--- src/rtl/uart_line_assembler.sv ---
// Line editor for the UART echo path: collects bytes with backspace editing,
// then replays the finished line followed by CR LF.
module uart_line_assembler #(
  parameter  int DEPTH = 64,
  localparam int CW    = $clog2(DEPTH) + 1
) (
  input  logic          aclk,
  input  logic          aresetn,
  input  logic [7:0]    s_axis_tdata,
  input  logic          s_axis_tvalid,
  output logic          s_axis_tready,
  output logic [7:0]    m_axis_tdata,
  output logic          m_axis_tvalid,
  input  logic          m_axis_tready,
  output logic [CW-1:0] line_len,
  output logic          line_overflow,
  output logic [7:0]    lines_done
);

  localparam logic [1:0] S_COLLECT = 2'd0;
  localparam logic [1:0] S_EMIT    = 2'd1;
  localparam logic [1:0] S_EMIT_CR = 2'd2;
  localparam logic [1:0] S_EMIT_LF = 2'd3;

  localparam logic [CW-1:0] DEPTH_C = CW'(DEPTH);
  localparam logic [CW-1:0] ONE_C   = CW'(1);

  logic [1:0]    r_state;
  logic [7:0]    r_buf [DEPTH];
  logic [CW-1:0] r_line_len;
  logic [CW-1:0] r_rd_idx;
  logic          r_last_was_cr;
  logic          r_overflow;
  logic          r_s_tready;
  logic          r_m_tvalid;
  logic [7:0]    r_m_tdata;
  logic [7:0]    r_lines_done;

  logic       w_in_fire;
  logic       w_out_fire;
  logic       w_is_term;
  logic       w_is_bs;
  logic       w_crlf;
  logic       w_store;
  logic [7:0] w_rd_data;

  assign w_in_fire  = s_axis_tvalid & r_s_tready & (r_state == S_COLLECT);
  assign w_out_fire = r_m_tvalid & m_axis_tready;
  assign w_is_term  = (s_axis_tdata == 8'h0D) | (s_axis_tdata == 8'h0A);
  assign w_is_bs    = (s_axis_tdata == 8'h08) | (s_axis_tdata == 8'h7F);
  assign w_crlf     = (s_axis_tdata == 8'h0A) & r_last_was_cr;
  assign w_store    = w_in_fire & ~w_is_term & ~w_is_bs & (r_line_len != DEPTH_C);
  assign w_rd_data  = r_buf[r_rd_idx[CW-2:0]];

  // Line storage has no reset; only the length register defines valid content.
  always_ff @(posedge aclk) begin
    if (w_store) r_buf[r_line_len[CW-2:0]] <= s_axis_tdata;
  end

  always_ff @(posedge aclk or negedge aresetn) begin
    if (!aresetn) begin
      r_state       <= S_COLLECT;
      r_line_len    <= '0;
      r_rd_idx      <= '0;
      r_last_was_cr <= 1'b0;
      r_overflow    <= 1'b0;
      r_s_tready    <= 1'b0;
      r_m_tvalid    <= 1'b0;
      r_m_tdata     <= 8'h00;
      r_lines_done  <= 8'h00;
    end else begin
      case (r_state)
        S_COLLECT: begin
          r_s_tready <= 1'b1;
          if (w_in_fire) begin
            if (w_crlf) begin
              r_last_was_cr <= 1'b0;
            end else if (w_is_term) begin
              // Output register is preloaded here so the first byte leaves next cycle.
              r_last_was_cr <= (s_axis_tdata == 8'h0D);
              r_s_tready    <= 1'b0;
              r_m_tvalid    <= 1'b1;
              if (r_line_len != '0) begin
                r_state   <= S_EMIT;
                r_m_tdata <= r_buf[0];
                r_rd_idx  <= ONE_C;
              end else begin
                r_state   <= S_EMIT_CR;
                r_m_tdata <= 8'h0D;
              end
            end else if (w_is_bs) begin
              r_last_was_cr <= 1'b0;
              if (r_line_len != '0) r_line_len <= r_line_len - ONE_C;
            end else begin
              r_last_was_cr <= 1'b0;
              if (r_line_len != DEPTH_C) r_line_len <= r_line_len + ONE_C;
              else                       r_overflow <= 1'b1;
            end
          end
        end
        S_EMIT: begin
          if (w_out_fire) begin
            if (r_rd_idx == r_line_len) begin
              r_m_tdata <= 8'h0D;
              r_state   <= S_EMIT_CR;
            end else begin
              r_m_tdata <= w_rd_data;
              r_rd_idx  <= r_rd_idx + ONE_C;
            end
          end
        end
        S_EMIT_CR: begin
          if (w_out_fire) begin
            r_m_tdata <= 8'h0A;
            r_state   <= S_EMIT_LF;
          end
        end
        default: begin
          if (w_out_fire) begin
            r_m_tvalid   <= 1'b0;
            r_line_len   <= '0;
            r_rd_idx     <= '0;
            r_overflow   <= 1'b0;
            r_lines_done <= r_lines_done + 8'd1;
            r_s_tready   <= 1'b1;
            r_state      <= S_COLLECT;
          end
        end
      endcase
    end
  end

  assign s_axis_tready = r_s_tready;
  assign m_axis_tdata  = r_m_tdata;
  assign m_axis_tvalid = r_m_tvalid;
  assign line_len      = r_line_len;
  assign line_overflow = r_overflow;
  assign lines_done    = r_lines_done;

endmodule

--- config.mk ---
export PLATFORM = sky130hd
export DESIGN_NAME = uart_line_assembler
export DESIGN_NICKNAME = d
export VERILOG_FILES = /design/src/rtl/uart_line_assembler.sv
export SDC_FILE = /design/constraint.sdc
export NUM_CORES = 1
export LEC_CHECK = 0
export ABC_AREA = 1
export CAP_MARGIN = 20
export CORE_ASPECT_RATIO = 1.25
export CORE_MARGIN = 2
export CORE_UTILIZATION = 25
export DETAILED_ROUTE_END_ITERATION = 7
export PLACE_DENSITY = 0.4
export SLEW_MARGIN = 30
export SYNTH_ARGS = -nofsm -noshare
export SYNTH_HDL_FRONTEND = slang
export SYNTH_SLANG_ARGS = --single-unit
--- constraint.sdc ---
create_clock -name aclk -period 3.23 [get_ports aclk]
set_input_delay 0.969 -clock aclk [delete_from_list [all_inputs] [get_ports aclk]]
set_output_delay 0.969 -clock aclk [all_outputs]
set_load 0.01 [all_outputs]
# --- Word level (Yosys, flattened, before mapping) ---
# Memories as Yosys holds them, arrays and structs flattened.
# Index checks and enable logic that the tools add are counted.
classes:
  addsub: 4
  eq_ne: 21
  n_mux: 52
  n_bitwise: 14
  reduce_logical: 15
op_table:
  columns: ["cell", "count"]
  rows:
  - ["$mux 7", 13]
  - ["$mux 8", 7]
  - ["$eq 8x4->1 const B", 3]
  - ["$pmux 8 s3", 1]
  - ["$pmux 7 s3", 1]
  - ["$reduce_and 7->1", 3]
  - ["$ne 2x2->1 const B", 10]
  - ["$mux 1", 17]
  - ["$mux 2", 8]
  - ["$add 7x1->7 const B", 2]
  - ["$pmux 7 s2", 1]
  - ["$add 8x1->8 const B", 1]
  - ["$eq 8x7->1 const B", 1]
  - ["$reduce_and 8->1", 1]
  - ["$and 1x1->1", 7]
  - ["$eq 7x7->1", 1]
  - ["$ne 7x7->1 const B", 1]
  - ["$reduce_bool 7->1", 1]
  - ["$sub 7x1->7 const B", 1]
  - ["$ne 3x2->1 const B", 2]
  - ["$pmux 1 s2", 3]
  - ["$pmux 2 s3", 1]
  - ["$reduce_and 2->1", 3]
  - ["$reduce_and 6->1", 1]
  - ["11 further kinds", 16]
word_totals:
  register_bits: 36
  ram_bits: 512
  inputBits: 12
  out_inout_bits: 26
  word_cells: 116
  mem_count: 1
memory_table:
  columns: ["name", "depth", "word_bits", "rd", "rd_ports_with_merged_regs", "wr", "line", "text"]
  rows:
  - ["r_buf", 64, 8, 2, 0, 1, "29", "logic [7:0] r_buf [DEPTH];"]

# --- Depth between registers and ports, before layout ---
depth:
  ltp_word: 8
  depth_mapped: 19
  ltp_nobuf: 16

# --- Worst setup path before layout ---
# Ideal clock, no wire load.
synth_path:
  kind: "input to register"
  from: "input port s_axis_tdata[5]"
  to: "register r_line_len[5] (netlist: line_len[5])"
  setup_ns: 0.084
  t_arrival_ns: 2.749
  t_required_ns: 3.146
  path_slack_ns: 0.398
  stages: 12
  path_buffers: 0
  cell_sequence: "inv_1 -> nor4_1 -> nand3_1 -> nand2_1 -> ha_1 -> a21oi_1 -> nand2_1 -> a21o_1 -> a21oi_1 -> xnor2_1 -> nand2_1 -> o21ai_0"
synth_between:
  elab_chain_cells: 7
  elab_cells_between_ends: 17
  cone_classes: "eq/ne: 8; mux: 5; bitwise: 3; reduce/logical: 1"
synth_lines:
  columns: ["element", "line", "text"]
  rows:
  - ["start, declared", "9", "input logic [7:0] s_axis_tdata,"]
  - ["$eq 8x4->1 or $eq 8x7->1 (tied branches)", "50", "assign w_is_bs = (s_axis_tdata == 8'h08) | (s_axis_tdata == 8'h7F);"]
  - ["$or 1x1->1", "50", null]
  - ["$mux 7", "91", "end else if (w_is_bs) begin"]
  - ["$mux 7", "78", "end else if (w_is_term) begin"]
  - ["$mux 7", "76", "if (w_crlf) begin"]
  - ["$mux 7", "75", "if (w_in_fire) begin"]
  - ["$pmux 7 s2", "72", "case (r_state)"]
  - ["end signal, assigned", "93", "if (r_line_len != '0) r_line_len <= r_line_len - ONE_C;"]
  - ["end signal, assigned", "96", "if (r_line_len != DEPTH_C) r_line_len <= r_line_len + ONE_C;"]
  - ["end, declared", "30", "logic [CW-1:0] r_line_len;"]
# Parallel ways exist; a longest one is shown, timed or not. The select of a mux whose other input is x is not followed.
# A chain may end at the register's enable or synchronous reset.

# --- Final worst setup path ---
layout_path:
  from: "input port s_axis_tvalid"
  to: "memory r_buf[36][7] (enable)"
layout_between:
  elab_chain_cells: 7
layout_lines:
  columns: ["element", "line", "text"]
  rows:
  - ["start, declared", "10", "input logic s_axis_tvalid,"]
  - ["$and 1x1->1 (2 in a row)", "47", "assign w_in_fire = s_axis_tvalid & r_s_tready & (r_state == S_COLLECT);"]
  - ["$and 1x1->1 (3 in a row)", "52", "assign w_store = w_in_fire & ~w_is_term & ~w_is_bs & (r_line_len != DEPTH_C);"]
  - ["$mux 1", "57", "if (w_store) r_buf[r_line_len[CW-2:0]] <= s_axis_tdata;"]
  - ["$mux 1 (implied by the code)", "57", null]
  - ["end, declared", "29", null]
# Every way passes these cells.

==> metrics.md <==
| Metric | Value |
|---|---|
| Cells after Synth | ~2200 |
| Filler cells | approximately 9600 |
| Synth Area in XOR/XNOR | 0.00636 |
| Yosys Warn Count | 0 |
| Compound-cell area share of the yosys netlist | 0.0581 |
| Initial DRT Pass Iterations | 5 |
| Max FO, Critical Path | 8 |
| Routed WL per cell | 22.0 um |
| TritonCTS clock tree | yes |
| Setup CP Type | in -> reg |
| WL final | slightly below 80000 um |
| Initial antenna violation count | 0 |
| Yosys cell types | 36 |
| Least-Margin Pin Slew | 911 ps |
| Max Buffers Root-to-Sink | 3 |
| Hold Path Class | in -> async |
| Starting Density | 0.252 |
| Sequential area share after synthesis | 0.695 |
| Final Critical Period | approximately 3100 ps |
| First-pass GRT wire length | ~110000 um |
| Final hold viol count | 0 |
| Clk root buf | clkbuf_16 |
| # IOs | 38 |
| CORE AREA | roughly 93000 um2 |
| Outcome | complete, no violations |
| Most used cell, CP | inv_1 |
| Largest family of logic cells by synthesized area | simple AND/OR/NAND/NOR gates |
| Hpwl dp | between 50000 and 60000 um |
| Max incr delay on CP | between 500 and 600 ps |
| Nets | about 2300 |
| ANT cells | 0 |
| Gr usage total | 0.160 |
| Synthesized area | 23400 um2 |
| Post-route ant nets | 0 |
| CP top delay family | simple AND/OR/NAND/NOR gates |
| Clock skew | 20.2 ps |
| Detailed-route via count | about 16000 |
| Crit path required time | between 3000 and 4000 ps |
| Clk slew on worst S/H paths | about 60 ps |
| CTS Buf Count | 57 |
| Clock latency on the worst-skew pair | 630 ps |
| CP Launch Type | input pin |
| Max Slew Vio Count | 0 |
| Worst path slowest cell | nor2_1 |
| CTS H-tree depth | 2 |
| Die width | around 280 um |
| Die Y | between 300 and 400 um |
| Placement Setup Slack | -583 ps |
| Area Growth Syn to Fin | 18.3% |
| Drt drc | 0 |
| Multiplexer share of the synthesized area | 0 |
| Overall Power | about 23 mW |
| Final Worst Setup Slack | 160 ps |
| Pwr Density | 814 nW/um2 |
| Row Count | roughly 130 |
| Crit share post-route | 0.951 |
| Vias in the first global route | between 15000 and 20000 |
| Synth Area in Simple Gates | 0.194 |
| Crit path capture type | register |
| Crit path cell chain | clkdlybuf4s50_1 -> inv_1 -> nor3_1 -> inv_1 -> nor4_4 -> buf_4 -> nand2_1 -> buf_12 -> nor2_1 |
| Mapped Nets | ~2200 |
| Post-detailed-route via-to-cell ratio | roughly 4.6 |
| WP buf/inv | 5 |
| Unrepaired setup endpoints after global routing | yes |
| Maximum VDD drop | around 0.54 mV |
| Largest net degree at the start of global routing | ~110 |
| Worst reg2reg path startpoint | r_state[1]$_DFFE_PN0P_ |
| Crit path DAT | about 3300 ps |
| Final hold slack | roughly 320 ps |
| DR iter-0 viols | approximately 1200 |
| Layout cell share with drive strength beyond 1 | 0.100 |
| CTS sink count | 548 |
| GP Congestion | between 0.8 and 0.9 |
| Total die area | slightly below 100000 um2 |
| Slew margin rel. | 0.393 |
| Adder-cell share of the synthesized area | 0.00673 |
| Max_cap viols | 0 |
| Aggregate global routing overflow | 0 |
| Syn Area/Cell | 10.7 um2 |
| Fmax | 0.326 GHz |
| Final setup viols | 0 |
| Flops & latches, synth | 548 |
| Crit path launch | s_axis_tvalid |
| Number of port buffers | 37 |
| P_leak | between 10 and 15 nW |
-- final timing paths --
kind / to / slack [ps] / cells past startpoint
worst min-delay path: lines_done[3]$_DFFE_PN0P_ / 320 / 1
worst min register to register: lines_done[7]$_DFFE_PN0P_ / 500 / 1
max in group asynchronous: r_rd_idx[1]$_DFFE_PN0P_ / 2490 / 1
worst max register to register: r_buf[36][7]$_DFFE_PP_ / 210 / 10
min in group aclk: lines_done[7]$_DFFE_PN0P_ / 500 / 1
worst max-delay path: r_buf[36][7]$_DFFE_PP_ / 160 / 9
-- per-stage QoR --
stage                      util  cell area [um2]  setup TNS [ps]  std cells
after global placement    0.278            25800         -164000       3418
after detailed placement  0.278            25800         -220470       3418
after CTS                 0.298            27700               0       3522
final                     0.298            27700               0       3522
after floorplan               -            23400               0       2185
after global routing      0.298            27700           -3300       3522
-- cell usage after synthesis --
| cell type | count | share of area |
|---|---|---|
| nor4_4 | 1 | 0.00091 |
| xor2_1 | 10 | 0.0037 |
| buf_1 | 17 | 0.0027 |
| nor3b_1 | 1 | 0.00032 |
| edfxtp_1 | 512 | 0.66 |
| a21o_1 | 2 | 0.00064 |
| o21a_1 | 1 | 0.00032 |
| nor2_1 | 376 | 0.060 |
| xnor2_1 | 7 | 0.0026 |
| nor3_1 | 15 | 0.0032 |
| buf_4 | 4 | 0.0013 |
| nand2_2 | 1 | 0.00027 |
| a32oi_1 | 1 | 0.00037 |
| o21ai_1 | 2 | 0.00043 |
| a31oi_1 | 1 | 0.00027 |
| fa_1 | 1 | 0.00085 |
| o21ai_0 | 189 | 0.040 |
| nand2b_1 | 1 | 0.00027 |
| and3_1 | 3 | 0.00080 |
| clkinv_1 | 1 | 0.00016 |
| o211ai_1 | 17 | 0.0054 |
| nand3b_1 | 1 | 0.00032 |
| clkbuf_1 | 31 | 0.0050 |
| nor4_1 | 2 | 0.00053 |
| a21oi_1 | 48 | 0.010 |
| ha_1 | 11 | 0.0059 |
| or2_2 | 9 | 0.0024 |
| nor2_2 | 1 | 0.00027 |
| buf_6 | 1 | 0.00048 |
| nand2_1 | 524 | 0.084 |
| dfrtp_1 | 36 | 0.038 |
| buf_2 | 56 | 0.012 |
| inv_1 | 112 | 0.018 |
| nand4_1 | 6 | 0.0016 |
| inv_2 | 3 | 0.00048 |
| nand3_1 | 181 | 0.039 |
-- logic make-up (layout without fill, tap and decap cells) --
logic type / after synthesis / after routing
DFF: 548 / 548
adders and majority gates: 12 / 12
and+or+nand+nor: 1122 / 1122
xor gates and xnor gates: 17 / 17
buffers and inverters: 225 / 356
AOI/OAI and AO/OA: 261 / 261
-- final cells by class --
type	count	area, um2	share of cell area
Sequential cell	548	16300	0.588
Multi-Input combinational cell	1412	6260	0.226
Tap cell	1206	1510	0.0544
Clock buffer	63	1450	0.0523
Timing Repair Buffer	136	1370	0.0495
Inverter	116	443	0.0160
Clock inverter	41	397	0.0143
-- registers in the layout (all words and copies together), names as in the netlist --
name,count
r_buf,512
lines_done,8
m_axis_tdata,8
line_len,7
r_rd_idx,7
r_state,2
line_overflow,1
m_axis_tvalid,1
r_last_was_cr,1
s_axis_tready,1
-- per-layer routing --
| metal | wire (um) | share of wire | track usage |
|---|---|---|---|
| met2 | 40600 | 0.52 | 0.298 |
| met4 | 3180 | 0.041 | 0.0652 |
| met3 | 2730 | 0.035 | 0.0196 |
| met5 | 0 | 0 | 0 |
| met1 | 30900 | 0.40 | 0.183 |
-- what timing repair did --
item,CTS,global route
hold endpoints to repair,0,0
hold buffers,0,0
setup buffers,0,0
endpoints found under the setup margin,0,209
resized for setup,0,21
-- placed cells by master (no fill, tap or decap), types with 24 or more instances in the layout --
cell / instances
a21oi_1: 48
buf_12: 24
buf_4: 76
clkbuf_16: 57
clkdlybuf4s50_1: 28
dfrtp_1: 34
edfxtp_1: 512
inv_1: 112
nand2_1: 524
nand3_1: 181
nor2_1: 354
o21ai_0: 189
-- where the power goes --
part | internal [mW] | switching [mW]
registers | 7.96 | 0.180
clock network | 3.72 | 2.85
logic | 2.34 | 5.50
total | 14.0 | 8.53
Power figures use the tool's default switching activity.
